`src/rtl/riscv_pkg.sv`:
```
// Shared control encodings for the multicycle RISC-V controller.
// The ERROR state exists only when ILLEGAL_TRAP_EN is defined.
package riscv_pkg;

    typedef enum logic [3:0] {
        S_FETCH    = 4'd0,
        S_DECODE   = 4'd1,
        S_MEMADR   = 4'd2,
        S_MEMREAD  = 4'd3,
        S_MEMWB    = 4'd4,
        S_MEMWRITE = 4'd5,
        S_EXECUTER = 4'd6,
        S_EXECUTEI = 4'd7,
        S_ALUWB    = 4'd8,
        S_BEQ      = 4'd9,
`ifdef ILLEGAL_TRAP_EN
        S_JAL      = 4'd10,
        S_ERROR    = 4'd11
`else
        S_JAL      = 4'd10
`endif
    } state_t;

    localparam logic [6:0] OP_LOAD   = 7'b0000011;
    localparam logic [6:0] OP_STORE  = 7'b0100011;
    localparam logic [6:0] OP_RTYPE  = 7'b0110011;
    localparam logic [6:0] OP_ITYPE  = 7'b0010011;
    localparam logic [6:0] OP_BRANCH = 7'b1100011;
    localparam logic [6:0] OP_JAL    = 7'b1101111;

    localparam logic [1:0] ALU_ADD   = 2'b00;
    localparam logic [1:0] ALU_SUB   = 2'b01;
    localparam logic [1:0] ALU_FUNCT = 2'b10;

    localparam logic [1:0] SRCA_PC    = 2'b00;
    localparam logic [1:0] SRCA_OLDPC = 2'b01;
    localparam logic [1:0] SRCA_RD1   = 2'b10;

    localparam logic [1:0] SRCB_RD2  = 2'b00;
    localparam logic [1:0] SRCB_IMM  = 2'b01;
    localparam logic [1:0] SRCB_FOUR = 2'b10;

    localparam logic [1:0] RES_ALUOUT = 2'b00;
    localparam logic [1:0] RES_RDATA  = 2'b01;
    localparam logic [1:0] RES_ALURES = 2'b10;

    localparam logic [1:0] IMM_I = 2'b00;
    localparam logic [1:0] IMM_S = 2'b01;
    localparam logic [1:0] IMM_B = 2'b10;
    localparam logic [1:0] IMM_J = 2'b11;

endpackage

```
`src/rtl/instr_type_decoder.sv`:
```
// Immediate-format select, decoded purely from the latched opcode.
module instr_type_decoder
    import riscv_pkg::*;
(
    input  logic [6:0] op,
    output logic [1:0] imm_src
);

    always_comb begin
        imm_src = IMM_I;
        case (op)
            OP_STORE:  imm_src = IMM_S;
            OP_BRANCH: imm_src = IMM_B;
            OP_JAL:    imm_src = IMM_J;
            default:   imm_src = IMM_I;
        endcase
    end

endmodule

```
`src/rtl/multicycle_main_fsm.sv`:
```
// Main control FSM of a multicycle RISC-V core with a memory handshake.
// Define ILLEGAL_TRAP_EN to add a sticky ERROR state and the illegal_instr output.
module multicycle_main_fsm
    import riscv_pkg::*;
(
    input  logic       clk,
    input  logic       rst_n,
    input  logic [6:0] op,
    input  logic       zero,
    input  logic       mem_ready,
    output logic [1:0] alu_op,
    output logic [1:0] alu_src_a,
    output logic [1:0] alu_src_b,
    output logic [1:0] result_src,
    output logic       adr_src,
    output logic [1:0] imm_src,
    output logic       ir_write,
    output logic       pc_write,
    output logic       reg_write,
`ifdef ILLEGAL_TRAP_EN
    output logic       mem_write,
    output logic       illegal_instr
`else
    output logic       mem_write
`endif
);

    state_t r_state;
    state_t w_next;
    logic   w_pc_update;
    logic   w_branch;

    instr_type_decoder u_itd (
        .op      (op),
        .imm_src (imm_src)
    );

    always_ff @(posedge clk or negedge rst_n) begin
        if (!rst_n) r_state <= S_FETCH;
        else        r_state <= w_next;
    end

    always_comb begin
        w_next      = S_FETCH;
        alu_op      = ALU_ADD;
        alu_src_a   = SRCA_PC;
        alu_src_b   = SRCB_RD2;
        result_src  = RES_ALUOUT;
        adr_src     = 1'b0;
        ir_write    = 1'b0;
        reg_write   = 1'b0;
        mem_write   = 1'b0;
        w_pc_update = 1'b0;
        w_branch    = 1'b0;
`ifdef ILLEGAL_TRAP_EN
        illegal_instr = 1'b0;
`endif
        case (r_state)
            S_FETCH: begin
                alu_src_a  = SRCA_PC;
                alu_src_b  = SRCB_FOUR;
                result_src = RES_ALURES;
                // FETCH is the reset state, so its handshake enables must also see rst_n
                ir_write    = mem_ready & rst_n;
                w_pc_update = mem_ready & rst_n;
                w_next      = mem_ready ? S_DECODE : S_FETCH;
            end
            S_DECODE: begin
                alu_src_a = SRCA_OLDPC;
                alu_src_b = SRCB_IMM;
                case (op)
                    OP_LOAD, OP_STORE: w_next = S_MEMADR;
                    OP_RTYPE:          w_next = S_EXECUTER;
                    OP_ITYPE:          w_next = S_EXECUTEI;
                    OP_BRANCH:         w_next = S_BEQ;
                    OP_JAL:            w_next = S_JAL;
`ifdef ILLEGAL_TRAP_EN
                    default:           w_next = S_ERROR;
`else
                    default:           w_next = S_FETCH;
`endif
                endcase
            end
            S_MEMADR: begin
                alu_src_a = SRCA_RD1;
                alu_src_b = SRCB_IMM;
                w_next    = (op == OP_LOAD) ? S_MEMREAD : S_MEMWRITE;
            end
            S_MEMREAD: begin
                adr_src = 1'b1;
                w_next  = mem_ready ? S_MEMWB : S_MEMREAD;
            end
            S_MEMWRITE: begin
                adr_src   = 1'b1;
                mem_write = mem_ready;
                w_next    = mem_ready ? S_FETCH : S_MEMWRITE;
            end
            S_MEMWB: begin
                result_src = RES_RDATA;
                reg_write  = 1'b1;
            end
            S_EXECUTER: begin
                alu_src_a = SRCA_RD1;
                alu_src_b = SRCB_RD2;
                alu_op    = ALU_FUNCT;
                w_next    = S_ALUWB;
            end
            S_EXECUTEI: begin
                alu_src_a = SRCA_RD1;
                alu_src_b = SRCB_IMM;
                alu_op    = ALU_FUNCT;
                w_next    = S_ALUWB;
            end
            S_ALUWB: reg_write = 1'b1;
            S_BEQ: begin
                alu_src_a = SRCA_RD1;
                alu_src_b = SRCB_RD2;
                alu_op    = ALU_SUB;
                w_branch  = 1'b1;
            end
            S_JAL: begin
                alu_src_a   = SRCA_OLDPC;
                alu_src_b   = SRCB_FOUR;
                w_pc_update = 1'b1;
                w_next      = S_ALUWB;
            end
`ifdef ILLEGAL_TRAP_EN
            S_ERROR: begin
                illegal_instr = 1'b1;
                w_next        = S_ERROR;
            end
`endif
            default: w_next = S_FETCH;
        endcase
    end

    assign pc_write = w_pc_update | (w_branch & zero);

endmodule

```
`config.mk`:
```
export PLATFORM = sky130hd
export DESIGN_NAME = multicycle_main_fsm
export DESIGN_NICKNAME = d
export VERILOG_FILES = /design/src/rtl/riscv_pkg.sv /design/src/rtl/instr_type_decoder.sv /design/src/rtl/multicycle_main_fsm.sv
export SDC_FILE = /design/constraint.sdc
export NUM_CORES = 1
export LEC_CHECK = 0
export ABC_AREA = 1
export BUFFER_PORTS_ARGS = -buffer_cell sky130_fd_sc_hd__buf_2
export CAP_MARGIN = 20
export CORE_AREA = 2 2 39 41
export CTS_CLUSTER_SIZE = 16
export DETAILED_ROUTE_END_ITERATION = 10
export DIE_AREA = 0 0 41 43
export GPL_ROUTABILITY_DRIVEN = 0
export PLACE_DENSITY = 0.63
export SETUP_SLACK_MARGIN = 0.05
export SYNTH_ARGS = -nofsm -noshare
export SYNTH_HDL_FRONTEND = slang
export SYNTH_SLANG_ARGS = --single-unit
```
`constraint.sdc`:
```
create_clock -name clk -period 1.3 [get_ports clk]
set_input_delay 0.065 -clock clk [delete_from_list [all_inputs] [get_ports clk]]
set_output_delay 0.065 -clock clk [all_outputs]
set_load 0.02 [all_outputs]
```
=== Yosys cells after proc, flatten, opt, wreduce, memory -nomap -nowiden ===
Index checks and enable logic that the tools add are counted.

* Register bits after elaboration: 4
* Word-level logic and storage cells: 47
* Input port bits: 11

* Bitwise operators: 3
* Reductions and logical operators: 10
* Multiplexer cells: 17
* Eq/ne operators: 16

{| class="wikitable"
|+ Operator list
! cell !! number
|-
| one-hot mux 4 bit (6 select lines) || 1
|-
| one-hot mux 4 bit (5 select lines) || 1
|-
| == test 4 x 3 -> 1 bit, second input constant || 4
|-
| one-hot mux 2 bit (2 select lines) || 4
|-
| == test 7 x 6 -> 1 bit, second input constant || 2
|-
| == test 7 bit, second input constant || 2
|-
| == test 4 bit, second input constant || 3
|-
| OR reduction 2 bit || 6
|-
| 2-to-1 mux 3 bit || 3
|-
| == test 4 x 2 -> 1 bit, second input constant || 2
|-
| == test 7 x 2 -> 1 bit, second input constant || 1
|-
| == test 7 x 5 -> 1 bit, second input constant || 1
|-
| 2-to-1 mux 1 bit || 6
|-
| one-hot mux 2 bit (3 select lines) || 1
|-
| OR reduction 3 bit || 2
|-
| == test 4 x 1 -> 1 bit, second input constant || 1
|-
| zero test 4 bit || 1
|-
| OR reduction 4 bit || 1
|-
| AND 1 bit || 2
|-
| one-hot mux 1 bit (2 select lines) || 1
|-
| bitwise OR 1 bit || 1
|}

=== Longest topological paths before layout ===
Gate-level depths: netlist (run 1).

* Depth after elaboration: 4
* Depth in mapped cells: 8
* Mapped depth without buffers: 8

=== Cells and area by module ===
Synthesis (run 1) repeated with hierarchy kept, for this count alone.

* Cell total of the unflattened synthesis: 106
* Area, all modules: 589.3 µm²

{| class="wikitable"
|+ By module, submodules not included
! module !! area an instance (µm²) !! instances !! cells an instance !! seq. area each (µm²)
|-
| multicycle_main_fsm || 520.5 || 1 || 89 || 100.1
|-
| instr_type_decoder || 68.8 || 1 || 17 || 0.0
|}

=== Worst setup path before layout (run 1) ===
Ideal clock, no wire load.

* Path type: register -> output
* From: reg r_state[1]
* To: out pc_write
* Data required time: 1.235 ns
* Cell stages (with the launch flop): 6
* Arrival time: 1.197 ns
* Setup slack: 0.038 ns
* Cell sequence: dfrtp_1 inv_2 nand2_2 nor2_1 nand2_1 nand3_1

* Word-level cells in the longest chain between the ends: 4
* Elaborated cells between the ends (all ways): 7
* Classes of those cells: 2 x eq/ne; 2 x mux; 2 x bitwise; 1 x reduce/logical

{| class="wikitable"
|+ RTL lines
! what !! line !! RTL
|-
| start: declaration || multicycle_main_fsm.sv:28 || <nowiki>state_t r_state;</nowiki>
|-
| start signal: assignment || multicycle_main_fsm.sv:40 || <nowiki>else r_state <= w_next;</nowiki>
|-
| == test 4 bit || multicycle_main_fsm.sv:58 || <nowiki>case (r_state)</nowiki>
|-
| 2-to-1 mux 1 bit || multicycle_main_fsm.sv:58 ||
|-
| AND 1 bit || multicycle_main_fsm.sv:137 || <nowiki>assign pc_write = w_pc_update | (w_branch & zero);</nowiki>
|-
| bitwise OR 1 bit (*) || multicycle_main_fsm.sv:137 ||
|-
| end: declaration || multicycle_main_fsm.sv:18 || <nowiki>output logic pc_write,</nowiki>
|}

Every way passes the cells marked *; elsewhere a longest branch is shown, timed or not.

=== Worst setup path in the final report (run 1) ===
Ends and elaborated chain as after synthesis.

==> results of run 1 <==
==> worst min-delay path by stage <==
stage / startpoint / to / slack (ns) / cells after the start
3_5_place_dp: rst_n / r_state[1]$_DFF_PN0_ / -0.11 / 1
3_3_place_gp: rst_n / r_state[1]$_DFF_PN0_ / -0.11 / 1
6_report: op[6] / r_state[2]$_DFF_PN0_ / 0.20 / 4
2_1_floorplan: rst_n / r_state[0]$_DFF_PN0_ / -0.23 / 0
5_1_grt: op[4] / r_state[0]$_DFF_PN0_ / 0.22 / 5
4_1_cts: op[6] / r_state[2]$_DFF_PN0_ / 0.19 / 4
==> cells in the final DEF, fill, tap and decap left out, drive strengths merged <==
cell type	instances
dlygate4sd3	1
nand4	2
a21oi	4
o21ai	2
clkbuf	3
nor2	18
nand2	26
buf	35
nand3	9
o211ai	1
inv	20
dfrtp	4
==> power by group through the flow <==
stage / Clock (mW) / Sequential, mW / Combinational (mW)
6_report: 0.156 / 0.142 / 0.221
5_1_grt: 0.172 / 0.142 / 0.243
4_1_cts: 0.162 / 0.141 / 0.203
3_5_place_dp: 0 / 0.140 / 0.145
3_3_place_gp: 0 / 0.139 / 0.142
2_1_floorplan: 0 / 0.138 / 0.0917
==> layout make-up <==
| class | count | area share |
|---|---|---|
| clock buffer | 3 | 0.0262 |
| tap | 16 | 0.0233 |
| sequential | 4 | 0.121 |
| multi-input combinational | 62 | 0.435 |
| timing repair buffer | 36 | 0.305 |
| inverter | 20 | 0.0901 |
==> routing by layer <==
metal	GRT usage	routed length (um)
met4	0.107	25
met1	0.206	527
met3	0.0314	80
met2	0.363	892
met5	0	0
==> timing repair <==
item | in CTS | in global routing
gates resized for setup | 35 | 15
pin swaps | 7 | 8
hold endpoints to repair | 4 | 0
hold buffers | 1 | 0
endpoints found under the setup margin | 9 | 14
setup buffers | 8 | 2
==> per-stage QoR <==
step	utilization	hold slack (ns)
3_5_place_dp	0.437	-0.114
5_1_grt	0.622	0.222
2_1_floorplan	-	-0.231
4_1_cts	0.574	0.186
6_report	0.622	0.197
3_3_place_gp	0.437	-0.115
==> worst max-delay path, cell delays in order (launching register included) <==
cell,delay (ns)
dfrtp_2,0.43
buf_4,0.16
nand2_4,0.08
nor2_4,0.05
inv_2,0.08
nand3_2,0.08
buf_6,0.13
==> kinds of logic after synthesis <==
group | synth area share
AOI/OAI and AO/OA | 0.0909
DFF | 0.220
and+or+nand+nor | 0.523
buffers and inverters | 0.165
==> summary.txt, run 1 <==
Place
  – Post-DP HPWL: between 1000 and 1500 um
  – Placed Cells incl. Taps: 127
  – Dpl ws: between 0.09 and 0.1 ns
  – Buffers added on ports: 25
  – Placed Area: 604 sq um

Global routing
  – Vias in the first global route: 598
  – Total track usage: 0.203
  – Largest net degree at the start of global routing: 6
  – Total gr overflow: 0
  – Initial antenna violation count: 0
  – First-pass GRT wire length: 2360 um

Yosys
  – Synth cell count leaders: 25 x nand2_1, 19 x inv_1, 15 x nor2_1, 9 x nand3_1
  – Yosys cell types: 14
  – Largest cells by area after synthesis: dfrtp_1 22%, nand2_1 21%, inv_1 16%
  – FFs w/ async S/R, synth: 1.00
  – Post-Syn Area: 454 sq um
  – Mapped Avg Cell Area: around 5.3 sq um
  – Synth top area share: 0.220
  – Seq cells post-synth: 4
  – Sequential cell area fraction in the yosys report: 0.220
  – Synthesized net count: 97
  – Main synth FF type: dfrtp_1
  – Count leader, synth: nand2_1
  – Post-Syn Instances: 86
  – Number of synthesis warnings: 0
  – Number of synthesized flops with an enable pin: 0
  – Synth area leader: dfrtp_1

Timing
  – RSZ-0062 raised after global routing: yes
  – Clk_skew: 0.0101 ns
  – Setup TNS: -0.0478 ns
  – Hold Fails Final Rpt: 0
  – Fmax: 754 MHz
  – Slew HR: 0.853
  – Final Cycle Share: 1.02
  – Final setup violating endpoints: 5
  – Worst slew pin tran: 0.218 ns
  – Final min period: 1.33 ns
  – Slew Limit Fails: 0
  – Worst setup margin: -0.0261 ns

Finish
  – Area occupied by multi-input gates: 374 sq um
  – Cell area after layout: approximately 860 sq um
  – Register area: between 100 and 150 sq um
  – NumNets Final: 138
  – P&R area growth vs syn: 89.5%
  – Largest registers: r_state: 4 flops
  – Number of fill cells: 121
  – Finished Layout Cells: 141
  – Number of flip-flops in the largest register: 4
  – Share of post-route cells with drive strength above 1: 0.560
  – N_diodes: 0
  – Most flop-heavy register: r_state

Power
  – Power, Total: 519 uW
  – Cell Int Power: 330 uW
  – Net Switching: 189 uW
  – Clk pwr share: 0.301
  – Part of the power in combinational logic: 0.427
  – Sw frac: 0.363
  – Sequential share of power: 0.273
  – P_leak: 0.501 nW
  – Max rail drop VDD: 0.281 mV
  – Power per cell area: 603 mW/mm^2

Clock network
  – Clock tree buffer depth: 2
  – TritonCTS Buffers: 3
  – Clk sinks: 4
  – Latest clock arrival within the worst-skew pair: between 0.2 and 0.25 ns
  – CTS clk-pin slew, worst paths: 0.04 ns
  – H-tree levels: 1
  – CTS tree: built
  – Root Buffer: clkbuf_4

Detailed routing
  – Starting DRT DRC Count: 15
  – Via count: 674
  – DRC Markers: 0
  – Via/cell ratio: 4.78
  – WL/cell: 10.8 um
  – ANT nets after route: 0
  – DR pass1 iterations: 4
  – Post-Route WL: 1530 um

Outcome
  – Failing checks: negative setup slack
  – Status: complete, but fails checks

Critical path
  – Reg-to-Reg End: r_state[1]$_DFF_PN0_
  – WS Path Type: register to output pin
  – Crit path max fanout: 4
  – Critical Path Source: r_state[1]$_DFF_PN0_
  – Worst EP arrival: 1.26 ns
  – CP required: 1.24 ns
  – Nature of the critical path endpoint: output pin
  – CP startpoint kind: register
  – Reg-to-Reg Start: r_state[3]$_DFF_PN0_
  – FF-to-FF setup slack: 0.03 ns
  – Critical path endpoint: pc_write
  – Reg2Reg Depth: 7

Floorplanning
  – Die width: 41 um
  – Boundary Pins: 26
  – Die Area: 0.00176 sq mm
  – Total core area: 0.00138 sq mm
  – Row cnt: 14
  – Initial Util: 0.328
  – Die Y: 43 um

Min path
  – Worst min path class: input port to register

Job
  – Max_cap viols: 0
No activity file was read; power rests on OpenSTA's default activity.
==> run 2, diff against run 1 <==
--- a/config.mk
+++ b/config.mk
@@ -13,6 +13,7 @@
 export DETAILED_ROUTE_END_ITERATION = 10
 export DIE_AREA = 0 0 41 43
 export GPL_ROUTABILITY_DRIVEN = 0
+export HOLD_SLACK_MARGIN = 0.03
 export PLACE_DENSITY = 0.63
 export SETUP_SLACK_MARGIN = 0.05
 export SYNTH_ARGS = -nofsm -noshare
==> constraint.sdc (replaced) <==
create_clock -name clk -period 1.29 [get_ports clk]
set_input_delay 0.0645 -clock clk [delete_from_list [all_inputs] [get_ports clk]]
set_output_delay 0.0645 -clock clk [all_outputs]
set_load 0.02 [all_outputs]
==> run 2 against run 1 <==
Effect of this change:
- the run still ends with negative setup slack left
- global-route usage unchanged
- first-iteration DRC count unchanged
- via count unchanged
- routed wire length unchanged
- design area unchanged
- register-to-register slack about the same
- count of clock-buffer cells in the layout unchanged
- setup slack worse by 0.0095 ns
- critical path type unchanged
- largest cell class unchanged
- highest routed layer unchanged
==> summary.txt, run 2 (synthesis results as in run 1) <==
Outcome
  – Status: complete, but fails checks
  – Failing checks: negative setup slack

Floorplanning
  – Row cnt: 14
  – Total core area: 0.00138 sq mm
  – Initial Util: 0.328
  – Die Area: 0.00176 sq mm
  – Die Y: 43 um
  – Boundary Pins: 26
  – Die width: 41 um

Finish
  – Most flop-heavy register: r_state
  – Register area: 104 sq um
  – P&R area growth vs syn: 89.5%
  – N_diodes: 0
  – NumNets Final: 138
  – Largest registers: r_state: 4 flops
  – Number of fill cells: 121
  – Area occupied by multi-input gates: 374 sq um
  – Number of flip-flops in the largest register: 4
  – Share of post-route cells with drive strength above 1: 0.560
  – Most frequent cells in the layout: 19 x nand2_1, 16 x buf_2, 12 x inv_1, 11 x buf_4, 10 x nor2_1
  – Most common cell after layout, fill and taps aside: nand2_1
  – Cell area after layout: 861 sq um

Timing
  – RSZ-0062 raised after global routing: yes
  – Final Cycle Share: 1.03
  – Worst Hold Slack: 0.197 ns
  – Clk_skew: roughly 0.010 ns
  – Slew HR: 0.853
  – Slew Limit Fails: 0
  – Fmax: ~750 MHz
  – Hold Fails Final Rpt: 0
  – Final setup violating endpoints: 6
  – Worst slew pin tran: 0.218 ns
  – Setup TNS: -0.103 ns
  – Final min period: 1.33 ns
  – Worst setup margin: -0.0356 ns

Critical path
  – CP max stage delay: roughly 0.43 ns
  – Nature of the critical path endpoint: output pin
  – CP required: roughly 1.2 ns
  – CP max stage cell: dfrtp_2
  – CP Cell Sequence: buf_4, nand2_4, nor2_4, inv_2, nand3_2, buf_6
  – Worst EP arrival: roughly 1.3 ns
  – Crit path max fanout: 4
  – WS Path Type: register to output pin
  – CP startpoint kind: register

Clock network
  – CTS tree: built
  – Latest clock arrival within the worst-skew pair: 0.24 ns
  – H-tree levels: 1
  – TritonCTS Buffers: 3
  – Clock tree buffer depth: 2
  – Clk sinks: 4
  – CTS clk-pin slew, worst paths: 0.04 ns
  – Root Buffer: clkbuf_4

Power
  – P_leak: ~0.5 nW
  – Clk pwr share: 0.301
  – Part of the power in combinational logic: 0.427
  – Sequential share of power: 0.273
  – Power per cell area: 607 mW/mm^2
  – Net Switching: about 190 uW
  – Max rail drop VDD: 0.284 mV
  – Sw frac: 0.363
  – Cell Int Power: between 300 and 400 uW

Global routing
  – Initial antenna violation count: 0
  – First-pass GRT wire length: around 2400 um
  – Total track usage: 0.203
  – Largest net degree at the start of global routing: 6
  – Vias in the first global route: 598
  – Total gr overflow: 0

Detailed routing
  – DRC Markers: 0
  – ANT nets after route: 0
  – DR pass1 iterations: 4
  – Via count: approximately 670
  – Starting DRT DRC Count: 15
  – Post-Route WL: 1530 um
  – WL/cell: approximately 11 um
  – Via/cell ratio: 4.78

Place
  – Placed Area: 604 sq um
  – Buffers added on ports: 25
  – Post-DP HPWL: approximately 1000 um
  – Dpl ws: approximately 0.081 ns

Job
  – Max_cap viols: 0

Min path
  – Worst min path class: input port to register
[run 2: per-stage QoR]
step | total power [mW] | utilization | cells
after detailed placement | 0.287 | 0.437 | 127
after floorplan | 0.232 | - | 86
after global placement | 0.284 | 0.437 | 127
after CTS | 0.510 | 0.576 | 139
after global routing | 0.561 | 0.622 | 141
final | 0.523 | 0.622 | 141
[run 2: per-layer routing]
metal | global-route usage | wire length, um | share of wire
met1 | 0.206 | 527 | 0.35
met2 | 0.363 | 892 | 0.58
met3 | 0.0314 | 80 | 0.052
met4 | 0.107 | 25 | 0.016
met5 | 0 | 0 | 0
[run 2: final cells by class]
cell class,instances,area share
timing repair buffer,36,0.305
clock buffer,3,0.0262
sequential,4,0.121
inverter,20,0.0901
tap,16,0.0233
multi-input combinational,62,0.435
[run 2: worst paths after layout]
path                                 startpoint                    to  slack, ns  cells past startpoint
min reg2reg                r_state[3]$_DFF_PN0_  r_state[3]$_DFF_PN0_       0.80                      4
min                                       op[6]  r_state[2]$_DFF_PN0_       0.20                      4
max                        r_state[1]$_DFF_PN0_              pc_write      -0.04                      6
min in group asynchronous                 rst_n  r_state[1]$_DFF_PN0_       0.23                      2
max reg2reg                r_state[3]$_DFF_PN0_  r_state[1]$_DFF_PN0_       0.02                      7
max in group asynchronous                 rst_n  r_state[2]$_DFF_PN0_       0.85                      2
[run 2: power by group through the flow]
stage / Sequential, mW / Clock (mW) / Combinational (mW)
floorplan: 0.139 / 0 / 0.0925
global placement: 0.140 / 0 / 0.143
global route: 0.143 / 0.174 / 0.245
CTS: 0.142 / 0.164 / 0.204
detailed placement: 0.141 / 0 / 0.146
finish: 0.143 / 0.157 / 0.223
[run 2: what timing repair did]
action	4_1_cts	5_1_grt
buffers inserted	8	2
pin swaps	7	8
setup endpoints to repair	12	15
hold buffers	1	0
resized for setup	36	14
endpoints found under the hold margin	4	0
cloned	0	0
[run 2: worst max-delay path: cells and delay by family (launching register included)]
family	cells	cell delay, ns
buffers and inverters	3	0.37
flip-flops	1	0.43
AND/OR/NAND/NOR	3	0.21
==> run 3, diff against run 2 <==
--- a/config.mk
+++ b/config.mk
@@ -5,7 +5,6 @@
 export SDC_FILE = /design/constraint.sdc
 export NUM_CORES = 1
 export LEC_CHECK = 0
-export ABC_AREA = 1
 export BUFFER_PORTS_ARGS = -buffer_cell sky130_fd_sc_hd__buf_2
 export CAP_MARGIN = 20
 export CORE_AREA = 2 2 39 41
@@ -14,7 +13,7 @@
 export DIE_AREA = 0 0 41 43
 export GPL_ROUTABILITY_DRIVEN = 0
 export HOLD_SLACK_MARGIN = 0.03
-export PLACE_DENSITY = 0.63
+export PLACE_DENSITY = 0.66
 export SETUP_SLACK_MARGIN = 0.05
 export SYNTH_ARGS = -nofsm -noshare
 export SYNTH_HDL_FRONTEND = slang
==> run 3 against run 2 <==
Effect of this change:
- the flow still finishes with violations (negative setup slack)
- cell count fell by 9.2%
- power rose by 19%
- first-iteration DRC count did not move
- count of clock-buffer cells in the layout rose by 1
- fmax fell by 12%
- register-to-register slack got worse by 0.13 ns
- design area rose by 17%
- setup slack got worse by 0.18 ns
- synthesized cell count fell by 21%
- sequential power rose by 3%
- core utilization rose by 11 points
- hold slack got worse by 0.12 ns
- critical path type unchanged
- critical endpoint unchanged
- highest routed layer unchanged
==> summary.txt, run 3 <==
Outcome
  – Status: complete, but fails checks
  – Failing checks: negative setup slack

Global routing
  – Total gr overflow: 0
  – Total track usage: 0.206
  – Initial antenna violation count: 0
  – Vias in the first global route: roughly 600
  – Largest net degree at the start of global routing: 8
  – First-pass GRT wire length: 2480 um

Detailed routing
  – Via/cell ratio: 5.37
  – DR pass1 iterations: 4
  – ANT nets after route: 0
  – Post-Route WL: 1850 um
  – Starting DRT DRC Count: 15
  – DRC Markers: 0
  – WL/cell: approximately 14 um
  – Via count: about 700

Power
  – Clk pwr share: 0.285
  – Power per cell area: 615 mW/mm^2
  – Sw frac: 0.355
  – P_leak: 0.462 nW
  – Net Switching: 220 uW
  – Sequential share of power: 0.236
  – Max rail drop VDD: 0.538 mV
  – Part of the power in combinational logic: 0.479
  – Cell Int Power: 401 uW
  – Power, Total: 621 uW

Yosys
  – Synth Area in XOR/XNOR: 0.0705
  – Adder-cell share of the synthesized area: 0
  – Sequential cell area fraction in the yosys report: 0.202
  – Mux cell area share after synthesis: 0.0202
  – FFs w/ async S/R, synth: 1.00
  – Synthesized net count: 79
  – Post-Syn Instances: 68
  – Seq cells post-synth: 4
  – Number of synthesis warnings: 0
  – Post-Syn Area: 497 sq um
  – Largest family of logic cells by synthesized area: simple AND/OR/NAND/NOR gates
  – Number of synthesized flops with an enable pin: 0
  – Main synth FF type: dfrtp_1
  – Yosys cell types: 33
  – Count leader, synth: nand2_1
  – Synth cell count leaders: 8 x nand2_1, 6 x nor2_1, 6 x nor3_1, 5 x a21oi_1, 4 x dfrtp_1
  – Largest cells by area after synthesis: dfrtp_1 20%, nor3_1 6.0%, nand2_1 6.0%
  – Synth area leader: dfrtp_1
  – Synth top area share: 0.202
  – Mapped Avg Cell Area: 7.30 sq um
  – Post-synthesis compound-gate area fraction: 0.227
  – Post-synthesis simple-gate area fraction: 0.413

Clock network
  – TritonCTS Buffers: 3
  – Clock tree buffer depth: 2
  – CTS tree: built
  – H-tree levels: 1
  – Latest clock arrival within the worst-skew pair: 0.24 ns
  – Root Buffer: clkbuf_4
  – Clk sinks: 4
  – CTS clk-pin slew, worst paths: 0.04 ns

Critical path
  – Crit path max fanout: 7
  – WS Path Type: register to output pin
  – CP startpoint kind: register
  – Nature of the critical path endpoint: output pin
  – Reg-to-Reg Start: r_state[0]$_DFF_PN0_
  – CP required: approximately 1.2 ns
  – FF-to-FF setup slack: -0.11 ns
  – Reg-to-Reg End: r_state[1]$_DFF_PN0_
  – Reg2Reg Depth: 4
  – Worst EP arrival: 1.44 ns

Finish
  – Most frequent cells in the layout: 15 x buf_2, 14 x buf_6, 14 x buf_4, 6 x nand2_1, 4 x nor2_1
  – Share of post-route cells with drive strength above 1: 0.670
  – Most common cell after layout, fill and taps aside: buf_2
  – Largest registers: r_state: 4 flops
  – P&R area growth vs syn: 103%
  – N_diodes: 0
  – Number of flip-flops in the largest register: 4
  – NumNets Final: 124
  – Most flop-heavy register: r_state
  – Finished Layout Cells: 128

Floorplanning
  – Row cnt: 14
  – Die Area: 0.00176 sq mm
  – Die width: roughly 41 um
  – Total core area: 0.00138 sq mm
  – Boundary Pins: 26
  – Initial Util: 0.359
  – Die Y: approximately 43 um

Timing
  – Hold Fails Final Rpt: 0
  – Fmax: 664 MHz
  – Slew HR: 0.822
  – Final setup violating endpoints: 13
  – Final Cycle Share: 1.17
  – Clk_skew: 0.00186 ns
  – Worst slew pin tran: roughly 0.27 ns
  – Worst setup margin: -0.216 ns
  – Slew Limit Fails: 0
  – RSZ-0062 raised after global routing: yes
  – Final min period: between 1.5 and 2 ns

Place
  – Placed Cells incl. Taps: 118
  – Post-DP HPWL: 1230 um
  – Buffers added on ports: 25

Min path
  – Hold_sp: mem_ready
  – Worst min path class: input port to register
  – Hold path cells: 2
  – Worst Hold Path EP: r_state[2]$_DFF_PN0_

Job
  – Max_cap viols: 0
-- run 3: changes by cell type after synthesis, moves of 6 or more --
cell	delta
nor3_1	+6
nand3_1	-7
nand2_1	-17
inv_1	-18
nor2_1	-9
-- run 3: critical path, stage by stage, from the launching register on --
cell and delay [ns]:
dfrtp_2 0.47, nor4_4 0.30, and3_4 0.23, a31o_4 0.09, buf_6 0.11
-- run 3: timing repair --
item | CTS | global route
hold endpoints to repair | 4 | 4
cloned | 0 | 0
setup endpoints to repair | 17 | 16
buffers inserted | 4 | 1
pin swaps | 5 | 7
resized for setup | 26 | 17
-- run 3: area by class of cell --
cell class	count	area, sq um
clock buffer	4	26.3
sequential	4	104
fill	114	374
timing repair buffer	44	348
inverter	4	15.0
multi-input combinational	56	497
tap	16	20.0
-- run 3: worst max path at each step --
stage                   endpoint            startpoint
global route            pc_write  r_state[1]$_DFF_PN0_
detailed placement  alu_src_a[0]  r_state[1]$_DFF_PN0_
floorplan               pc_write  r_state[2]$_DFF_PN0_
finish                  pc_write  r_state[1]$_DFF_PN0_
CTS                     pc_write  r_state[0]$_DFF_PN0_
global placement    alu_src_a[0]  r_state[1]$_DFF_PN0_
-- run 3: kinds of logic after synthesis --
kind of cell / after synthesis
AND/OR/NAND/NOR: 35
AO/OA/AOI/OAI: 16
buffers and inverters: 8
XOR/XNOR: 4
flip-flops: 4
multiplexers: 1
-- run 3: power groups by stage --
stage	Sequential, mW	Combinational, mW	Clock [mW]
2_1_floorplan	0.141	0.141	0
6_report	0.147	0.298	0.177
3_3_place_gp	0.145	0.223	0
5_1_grt	0.147	0.320	0.195
4_1_cts	0.145	0.265	0.183
3_5_place_dp	0.146	0.225	0
-- run 3: through the flow --
stage / setup TNS (ns) / hold WS, ns / utilization / worst slack [ns] / area, sq um
after detailed placement: -0.0220 / -0.117 / 0.563 / -0.0181 / 779
after global placement: -0.00148 / -0.118 / 0.563 / -0.00148 / 779
after floorplan: -0.186 / -0.231 / - / -0.0874 / 563
final: -1.79 / 0.0768 / 0.730 / -0.216 / 1010
after CTS: -1.45 / -0.375 / 0.660 / -0.188 / 913
after global routing: -2.53 / 0.0793 / 0.730 / -0.272 / 1010
-- run 3: metal layers --
| metal | track usage | share of wire |
|---|---|---|
| met5 | 0 | 0 |
| met4 | 0.120 | 0.029 |
| met3 | 0.0628 | 0.038 |
| met2 | 0.338 | 0.55 |
| met1 | 0.216 | 0.38 |
